File: src/rtl/alu_flag_unit_pkg.sv
// Shared constants for the ALU status-flag block: condition codes and flag packing order.
package alu_flag_unit_pkg;

  localparam logic [3:0] COND_EQ = 4'h0;
  localparam logic [3:0] COND_NE = 4'h1;
  localparam logic [3:0] COND_CS = 4'h2;
  localparam logic [3:0] COND_CC = 4'h3;
  localparam logic [3:0] COND_MI = 4'h4;
  localparam logic [3:0] COND_PL = 4'h5;
  localparam logic [3:0] COND_VS = 4'h6;
  localparam logic [3:0] COND_VC = 4'h7;
  localparam logic [3:0] COND_HI = 4'h8;
  localparam logic [3:0] COND_LS = 4'h9;
  localparam logic [3:0] COND_GE = 4'hA;
  localparam logic [3:0] COND_LT = 4'hB;
  localparam logic [3:0] COND_GT = 4'hC;
  localparam logic [3:0] COND_LE = 4'hD;
  localparam logic [3:0] COND_AL = 4'hE;
  localparam logic [3:0] COND_NV = 4'hF;

  localparam int FLAG_Z = 3;
  localparam int FLAG_N = 2;
  localparam int FLAG_C = 1;
  localparam int FLAG_V = 0;

  // Signed overflow from operand/result sign bits; b_msb is the un-inverted operand B.
  function automatic logic ovf_calc(input logic sub, input logic a_msb,
                                    input logic b_msb, input logic r_msb);
    ovf_calc = (sub ? (a_msb != b_msb) : (a_msb == b_msb)) & (r_msb != a_msb);
  endfunction

endpackage

File: src/rtl/alu_flag_unit_if.sv
// ALU-side bus into the flag unit: result/operand status in, zero/flags/condition out.
interface alu_flag_unit_if #(parameter int WIDTH = 8);
  logic [WIDTH-1:0] result;
  logic             a_msb;
  logic             b_msb;
  logic             carry_out;
  logic             sub;
  logic             arith;
  logic             flag_write;
  logic [3:0]       cond;
  logic             zero;
  logic             z_flag;
  logic             n_flag;
  logic             c_flag;
  logic             v_flag;
  logic             flag_valid;
  logic             cond_pass;

  modport master (
    output result, a_msb, b_msb, carry_out, sub, arith, flag_write, cond,
    input  zero, z_flag, n_flag, c_flag, v_flag, flag_valid, cond_pass
  );

  modport slave (
    input  result, a_msb, b_msb, carry_out, sub, arith, flag_write, cond,
    output zero, z_flag, n_flag, c_flag, v_flag, flag_valid, cond_pass
  );
endinterface

File: src/rtl/alu_flag_unit_cond_eval.sv
// ARM-style condition-code evaluator over a packed ZNCV vector; shared with the branch unit.
module alu_flag_unit_cond_eval
  import alu_flag_unit_pkg::*;
(
  input  logic [3:0] cond,
  input  logic [3:0] flags,
  output logic       pass
);
  logic z, n, c, v;

  assign z = flags[FLAG_Z];
  assign n = flags[FLAG_N];
  assign c = flags[FLAG_C];
  assign v = flags[FLAG_V];

  always_comb begin
    pass = 1'b0;
    case (cond)
      COND_EQ: pass = z;
      COND_NE: pass = ~z;
      COND_CS: pass = c;
      COND_CC: pass = ~c;
      COND_MI: pass = n;
      COND_PL: pass = ~n;
      COND_VS: pass = v;
      COND_VC: pass = ~v;
      COND_HI: pass = c & ~z;
      COND_LS: pass = ~c | z;
      COND_GE: pass = (n == v);
      COND_LT: pass = (n != v);
      COND_GT: pass = ~z & (n == v);
      COND_LE: pass = z | (n != v);
      COND_AL: pass = 1'b1;
      COND_NV: pass = 1'b0;
    endcase
  end
endmodule

File: src/rtl/alu_flag_unit.sv
// Zero detect, ZNCV flag register and condition evaluation sitting between ALU and control.
module alu_flag_unit
  import alu_flag_unit_pkg::*;
#(
  parameter int WIDTH  = 8,
  parameter bit BYPASS = 1'b0
) (
  input logic            clk,
  input logic            reset,
  alu_flag_unit_if.slave bus
);
  logic [3:0] flags_q;
  logic [3:0] flags_n;
  logic [3:0] flags_src;
  logic       valid_q;
  logic       r_msb;

  // Live zero feeds beq/bne in the same instruction, so it bypasses the register entirely.
  assign bus.zero = ~|bus.result;
  assign r_msb    = bus.result[WIDTH-1];

  always_comb begin
    flags_n         = flags_q;
    flags_n[FLAG_Z] = bus.zero;
    flags_n[FLAG_N] = r_msb;
    if (bus.arith) begin
      flags_n[FLAG_C] = bus.carry_out;
      flags_n[FLAG_V] = ovf_calc(bus.sub, bus.a_msb, bus.b_msb, r_msb);
    end
  end

  always_ff @(posedge clk) begin
    if (reset) begin
      flags_q <= 4'b0000;
      valid_q <= 1'b0;
    end else if (bus.flag_write) begin
      flags_q <= flags_n;
      valid_q <= 1'b1;
    end
  end

  assign flags_src = (BYPASS && bus.flag_write) ? flags_n : flags_q;

  alu_flag_unit_cond_eval u_cond_eval (
    .cond  (bus.cond),
    .flags (flags_src),
    .pass  (bus.cond_pass)
  );

  assign bus.z_flag     = flags_q[FLAG_Z];
  assign bus.n_flag     = flags_q[FLAG_N];
  assign bus.c_flag     = flags_q[FLAG_C];
  assign bus.v_flag     = flags_q[FLAG_V];
  assign bus.flag_valid = valid_q;
endmodule

File: src/flat_wrapper.sv
// flat-port wrapper written by rule: the top's interface ports become plain ports
module alu_flag_unit_flat import alu_flag_unit_pkg::*;
#(
  parameter int WIDTH  = 8,
  parameter bit BYPASS = 1'b0
)
  (clk, reset, bus_result, bus_a_msb, bus_b_msb, bus_carry_out, bus_sub, bus_arith, bus_flag_write, bus_cond, bus_zero, bus_z_flag, bus_n_flag, bus_c_flag, bus_v_flag, bus_flag_valid, bus_cond_pass);
  alu_flag_unit_if #(.WIDTH(WIDTH)) bus_i ();
  input logic clk;
  input logic reset;
  input wire logic [$bits(bus_i.result)-1:0] bus_result;
  input wire logic [$bits(bus_i.a_msb)-1:0] bus_a_msb;
  input wire logic [$bits(bus_i.b_msb)-1:0] bus_b_msb;
  input wire logic [$bits(bus_i.carry_out)-1:0] bus_carry_out;
  input wire logic [$bits(bus_i.sub)-1:0] bus_sub;
  input wire logic [$bits(bus_i.arith)-1:0] bus_arith;
  input wire logic [$bits(bus_i.flag_write)-1:0] bus_flag_write;
  input wire logic [$bits(bus_i.cond)-1:0] bus_cond;
  output wire logic [$bits(bus_i.zero)-1:0] bus_zero;
  output wire logic [$bits(bus_i.z_flag)-1:0] bus_z_flag;
  output wire logic [$bits(bus_i.n_flag)-1:0] bus_n_flag;
  output wire logic [$bits(bus_i.c_flag)-1:0] bus_c_flag;
  output wire logic [$bits(bus_i.v_flag)-1:0] bus_v_flag;
  output wire logic [$bits(bus_i.flag_valid)-1:0] bus_flag_valid;
  output wire logic [$bits(bus_i.cond_pass)-1:0] bus_cond_pass;
  assign bus_i.result = bus_result;
  assign bus_i.a_msb = bus_a_msb;
  assign bus_i.b_msb = bus_b_msb;
  assign bus_i.carry_out = bus_carry_out;
  assign bus_i.sub = bus_sub;
  assign bus_i.arith = bus_arith;
  assign bus_i.flag_write = bus_flag_write;
  assign bus_i.cond = bus_cond;
  assign bus_zero = bus_i.zero;
  assign bus_z_flag = bus_i.z_flag;
  assign bus_n_flag = bus_i.n_flag;
  assign bus_c_flag = bus_i.c_flag;
  assign bus_v_flag = bus_i.v_flag;
  assign bus_flag_valid = bus_i.flag_valid;
  assign bus_cond_pass = bus_i.cond_pass;
  alu_flag_unit #(.WIDTH(WIDTH), .BYPASS(BYPASS)) u_core (.clk(clk), .reset(reset), .bus(bus_i));
endmodule
File: config.mk
export PLATFORM = sky130hd
export DESIGN_NAME = alu_flag_unit_flat
export DESIGN_NICKNAME = d
export VERILOG_FILES = /design/src/rtl/alu_flag_unit_pkg.sv /design/src/rtl/alu_flag_unit_if.sv /design/src/rtl/alu_flag_unit_cond_eval.sv /design/src/rtl/alu_flag_unit.sv /design/src/flat_wrapper.sv
export SDC_FILE = /design/constraint.sdc
export NUM_CORES = 1
export LEC_CHECK = 0
export CAP_MARGIN = 40
export CORE_AREA = 2 2 39 41
export CTS_CLUSTER_DIAMETER = 60
export DETAILED_ROUTE_END_ITERATION = 10
export DIE_AREA = 0 0 41 43
export PLACE_DENSITY = 0.75
export SETUP_SLACK_MARGIN = 0.15
export SYNTH_ARGS = -nofsm -noshare
export SYNTH_HDL_FRONTEND = slang
export SYNTH_SLANG_ARGS = --single-unit
File: constraint.sdc
create_clock -name clk -period 3.2 [get_ports clk]
set_clock_uncertainty 0.05 [all_clocks]
set_input_delay 0.64 -clock clk [delete_from_list [all_inputs] [get_ports clk]]
set_output_delay 0.64 -clock clk [all_outputs]
set_load 0.02 [all_outputs]
# Yosys cells after proc, flatten, opt, wreduce, memory -nomap -nowiden

Cells that the tools add are included.

Equal/unequal tests: 20
Muxes and demuxes: 2
Bitwise gates (word level): 9
Reduce and logical (&&, ||, !) cells: 4

Operator list:

| cell                                          | count |
|---|---|
| == test 4 bit, second input constant          | 8 |
| == test 4 x 3 -> 1 bit, second input constant | 4 |
| one-hot mux 1 bit (16 select lines)           | 1 |
| == test 4 x 2 -> 1 bit, second input constant | 2 |
| OR reduction 8 bit                            | 1 |
| == test 4 x 1 -> 1 bit, second input constant | 1 |
| zero test 4 bit                               | 1 |
| NOT 1 bit                                     | 4 |
| AND 1 bit                                     | 3 |
| != test 1 bit                                 | 3 |
| == test 1 bit                                 | 2 |
| OR 1 bit                                      | 2 |
| AND reduction 2 bit                           | 1 |
| zero test 1 bit                               | 1 |
| 2-to-1 mux 1 bit                              | 1 |

Register bits after elaboration: 5
Input bits: 20
Output and inout port bits: 7
Logic and storage cells: 38

# Logic depth before layout (Yosys ltp)

Word-level depth: 3
Mapped depth: 4
Mapped depth without buffers: 4

# Modules after synthesis

Synthesis repeated with hierarchy kept, for this count alone.

Cells, all modules: 50
Area total of the unflattened synthesis: 390.4 µm²

By module, submodules not included:

| module                  | times used | cells an instance | area an instance (µm²) | sequential area each (µm²) |
|---|---|---|---|---|
| alu_flag_unit           | 1          | 27                | 235.2                  | 100.1 |
| alu_flag_unit_cond_eval | 1          | 23                | 155.1                  | 0.0 |

# Worst setup path after synthesis

No wires, ideal clock.

Kind: input to output
From: input port bus_cond[2]
To: output port bus_cond_pass
Data arrival time: 1.768 ns
Required time: 2.510 ns
Path slack: 0.742 ns
Stages: 4
Buffers on the path: 0
Cells stage by stage: mux4_1 > xnor2_1 > nor2_1 > a41oi_1

Longest elaborated chain between the ends: 2
Elaborated cells between the ends (all ways): 17
Those cells by class: eq/ne: 15; mux: 1; reduce/logical: 1

RTL lines:

| item                                    | RTL line                      | RTL |
|---|---|---|
| start, declared                         | flat_wrapper.sv:18            | `input wire logic [$bits(bus_i.cond)-1:0] bus_cond;` |
| == test 4 bit (tied with other cells)   | alu_flag_unit_cond_eval.sv:18 | `case (cond)` |
| one-hot mux 1 bit (16 select lines) (*) | alu_flag_unit_cond_eval.sv:18 |  |
| end, declared                           | flat_wrapper.sv:25            | `output wire logic [$bits(bus_i.cond_pass)-1:0] bus_cond_pass;` |

Mark *: on every way between the ends. The rest lies on a longest branch, timed or not.

# Final worst setup path

Same ends and word-level chain as after synthesis.

==> run metrics <==
Mapped Avg Cell Area=7.94 um^2; die span in x=41 um; startpoint class of the critical path=input port; Internal Pwr Total=152 uW; library cells used by synthesis=20; GP Congestion=0.685; top_reg_cell synth=dfxtp_1; H-tree Lvls=1; nets=96; switching fraction of total power=26.0%; row cnt=14; CP Data Required Time=2.51 ns; layout cells sized above 1=10.7%; CTS Sinks=5; Data arrival, critical path=2.29 ns; worst vdd rail ir drop=0.219 mV; TritonCTS clock tree=built; worst path cell trace=clkdlybuf4s50_1 -> mux4_1 -> xnor2_1 -> nor2_1 -> a41oi_1 -> buf_2; total track usage=13.5%; Avg WL per Cell=9.84 um; Die Ht=43 um; DR DRC count=0; P per Cell Area=309 nW/um^2; number of global-route vias before repair=415; Synth Warn #=0; EDFF count, synth=0; most frequent cell after synthesis=nor2_1; # Post-CTS Setup Buffers=0; setup slack at placement=-0.241 ns; fin. max-slew vios=0; status=finished, final reports clean; Clock Root Buffer=clkbuf_4; Total Wirelength=895 um; ys async rst share=0%; # IOs=27; Final min period=2.98 ns; Clock Tree Buf Depth=2; largest net degree at the start of global routing=8; Area Overhead vs Synth=94.5%; Max Cap Viol=0; total CTS buffers=3; Initial Util=24.7%; vias per cell=4.93; Synth Net Count=63; Mapped Area=342 um^2; Worst-path clk slew=0.05 ns; Clk pwr share=35.3%; combinational power share=31.3%; RSZ-0062 raised after global routing=no; sequential-to-total area share from yosys stat=29.3%; TritonRoute pass-1 iters=2; global-route wire length before repair=1640 um; worst setup margin=0.219 ns; antenna-violating nets left=0; worst hold margin=0.427 ns; Worst Tran Pin Value=0.280 ns; via count=449; relative slew slack=81.3%; met2 global-route usage=21.3%; Detail Placement HPWL=768 um; count of final hold-check violations=0; antenna violations before repair=0; Yosys top cell area share=29.3%; Setup CP Type=in -> out; n_diodes=0; Yosys top cell by area=dfxtp_1; die area=1760 um^2; Sw Pwr=53.4 uW; worst skew pair latency=0.24 ns; final-report setup violation count=0; Critical Path Sink Type=output port; period utilization=93.1%; # port buffers=26; Seq pwr share=33.5%; cell at the slowest stage of the critical path=mux4_1; max incr delay on CP=0.59 ns; GR peak layer=met2; Hold WC Path Type=reg -> reg; initial DRC count=2; Gate Count Post-Synth=43; maximum clock rate=0.335 GHz; met1 track demand over resource=15.3%; Synth area leaders=dfxtp_1 (29%), nor2_1 (9.9%), mux4_1 (7.7%), mux2i_1 (5.9%), xor2_1 (5.1%); Post-synth top cells=nor2_1 (9), dfxtp_1 (5), a21oi_1 (3), inv_1 (3), nand2_1 (3); Congestion Overflow GR=0; Core Box Area=1380 um^2; CP max FO=3; GRT met3 Usage=5.24%; Yosys reg bits=5; P_leak=0.288 nW
[cell type report]
type	instances	area, um^2
fillers	152	719
repair buffers	29	280
multi-input cells	34	226
flip-flops and latches	5	100
clock buffers	4	26.3
well taps	16	20.0
inverters	3	11.3
[cells in the final DEF (no fill, tap or decap), types with 2 or more instances in the layout]
| master | synthesis | routed |
|---|---|---|
| a21oi_1 | 3 | 3 |
| buf_4 | 0 | 3 |
| clkbuf_4 | 0 | 3 |
| clkdlybuf4s50_1 | 0 | 24 |
| dfxtp_1 | 5 | 5 |
| inv_1 | 3 | 3 |
| mux2i_1 | 2 | 2 |
| nand2_1 | 3 | 3 |
| nand3_1 | 2 | 2 |
| nor2_1 | 9 | 9 |
| o21ai_0 | 2 | 2 |
| or4_1 | 2 | 2 |
| xor2_1 | 2 | 2 |
[flip-flops by register name (all words and copies together), names as in the netlist]
signal                 count
u_core.bus.flag_valid      1
u_core.flags_q             4
[through the flow]
| step | setup TNS (ns) | cells | cell area (um^2) | power, mW | util [%] |
|---|---|---|---|---|---|
| 5_1_grt | 0 | 91 | 664 | 0.217 | 48.0 |
| 3_5_place_dp | -0.241 | 87 | 641 | 0.136 | 46.3 |
| 6_report | 0 | 91 | 664 | 0.206 | 48.0 |
| 4_1_cts | 0 | 91 | 662 | 0.210 | 47.8 |
| 2_1_floorplan | 0 | 43 | 342 | 0.0948 | - |
| 3_3_place_gp | -0.175 | 87 | 641 | 0.135 | 46.3 |
[per-layer routing]
layer	vias up	routed length, um
met2	25	428
met3	0	114
met4	0	0
li1	227	-
met5	-	0
met1	197	351
[power by group through the flow]
stage / combinational [mW] / clock [mW] / sequential, mW
CTS: 0.0649 / 0.0758 / 0.0689
detailed placement: 0.0662 / 0 / 0.0700
finish: 0.0643 / 0.0725 / 0.0688
global placement: 0.0649 / 0 / 0.0697
global route: 0.0705 / 0.0772 / 0.0692
floorplan: 0.0220 / 0 / 0.0728
[path summary, 6_finish.rpt]
kind	depth (start not counted)	slack, ns	end	startpoint
max	6	0.22	bus_cond_pass	bus_cond[2]
min	2	0.43	u_core.bus.flag_valid	u_core.bus.flag_valid
max reg2reg	2	2.36	u_core.flags_q[0]	u_core.flags_q[0]
min reg2reg	2	0.43	u_core.bus.flag_valid	u_core.bus.flag_valid
[repair_timing]
action                                  in CTS  in global routing
gates cloned                                 0                  0
hold buffers                                 0                  0
endpoints found under the setup margin       1                  1
resized for setup                            5                  1
[cells by family (layout without fill, tap and decap cells)]
group,after synthesis,after routing,synth area share [%]
buffers and inverters,4,36,4.39
flip-flops,5,5,29.3
multiplexers,3,3,13.6
AO/OA/AOI/OAI,10,10,19.8
AND/OR/NAND/NOR,18,18,25.3
XOR/XNOR,3,3,7.69
[critical path: cells and delay by family]
family | cells | cell delay [ns]
xor gates and xnor gates | 1 | 0.15
and+or+nand+nor | 1 | 0.05
buffers and inverters | 2 | 0.70
AOI/OAI and AO/OA | 1 | 0.15
muxes | 1 | 0.59
(Power assumes the default switching activity.)
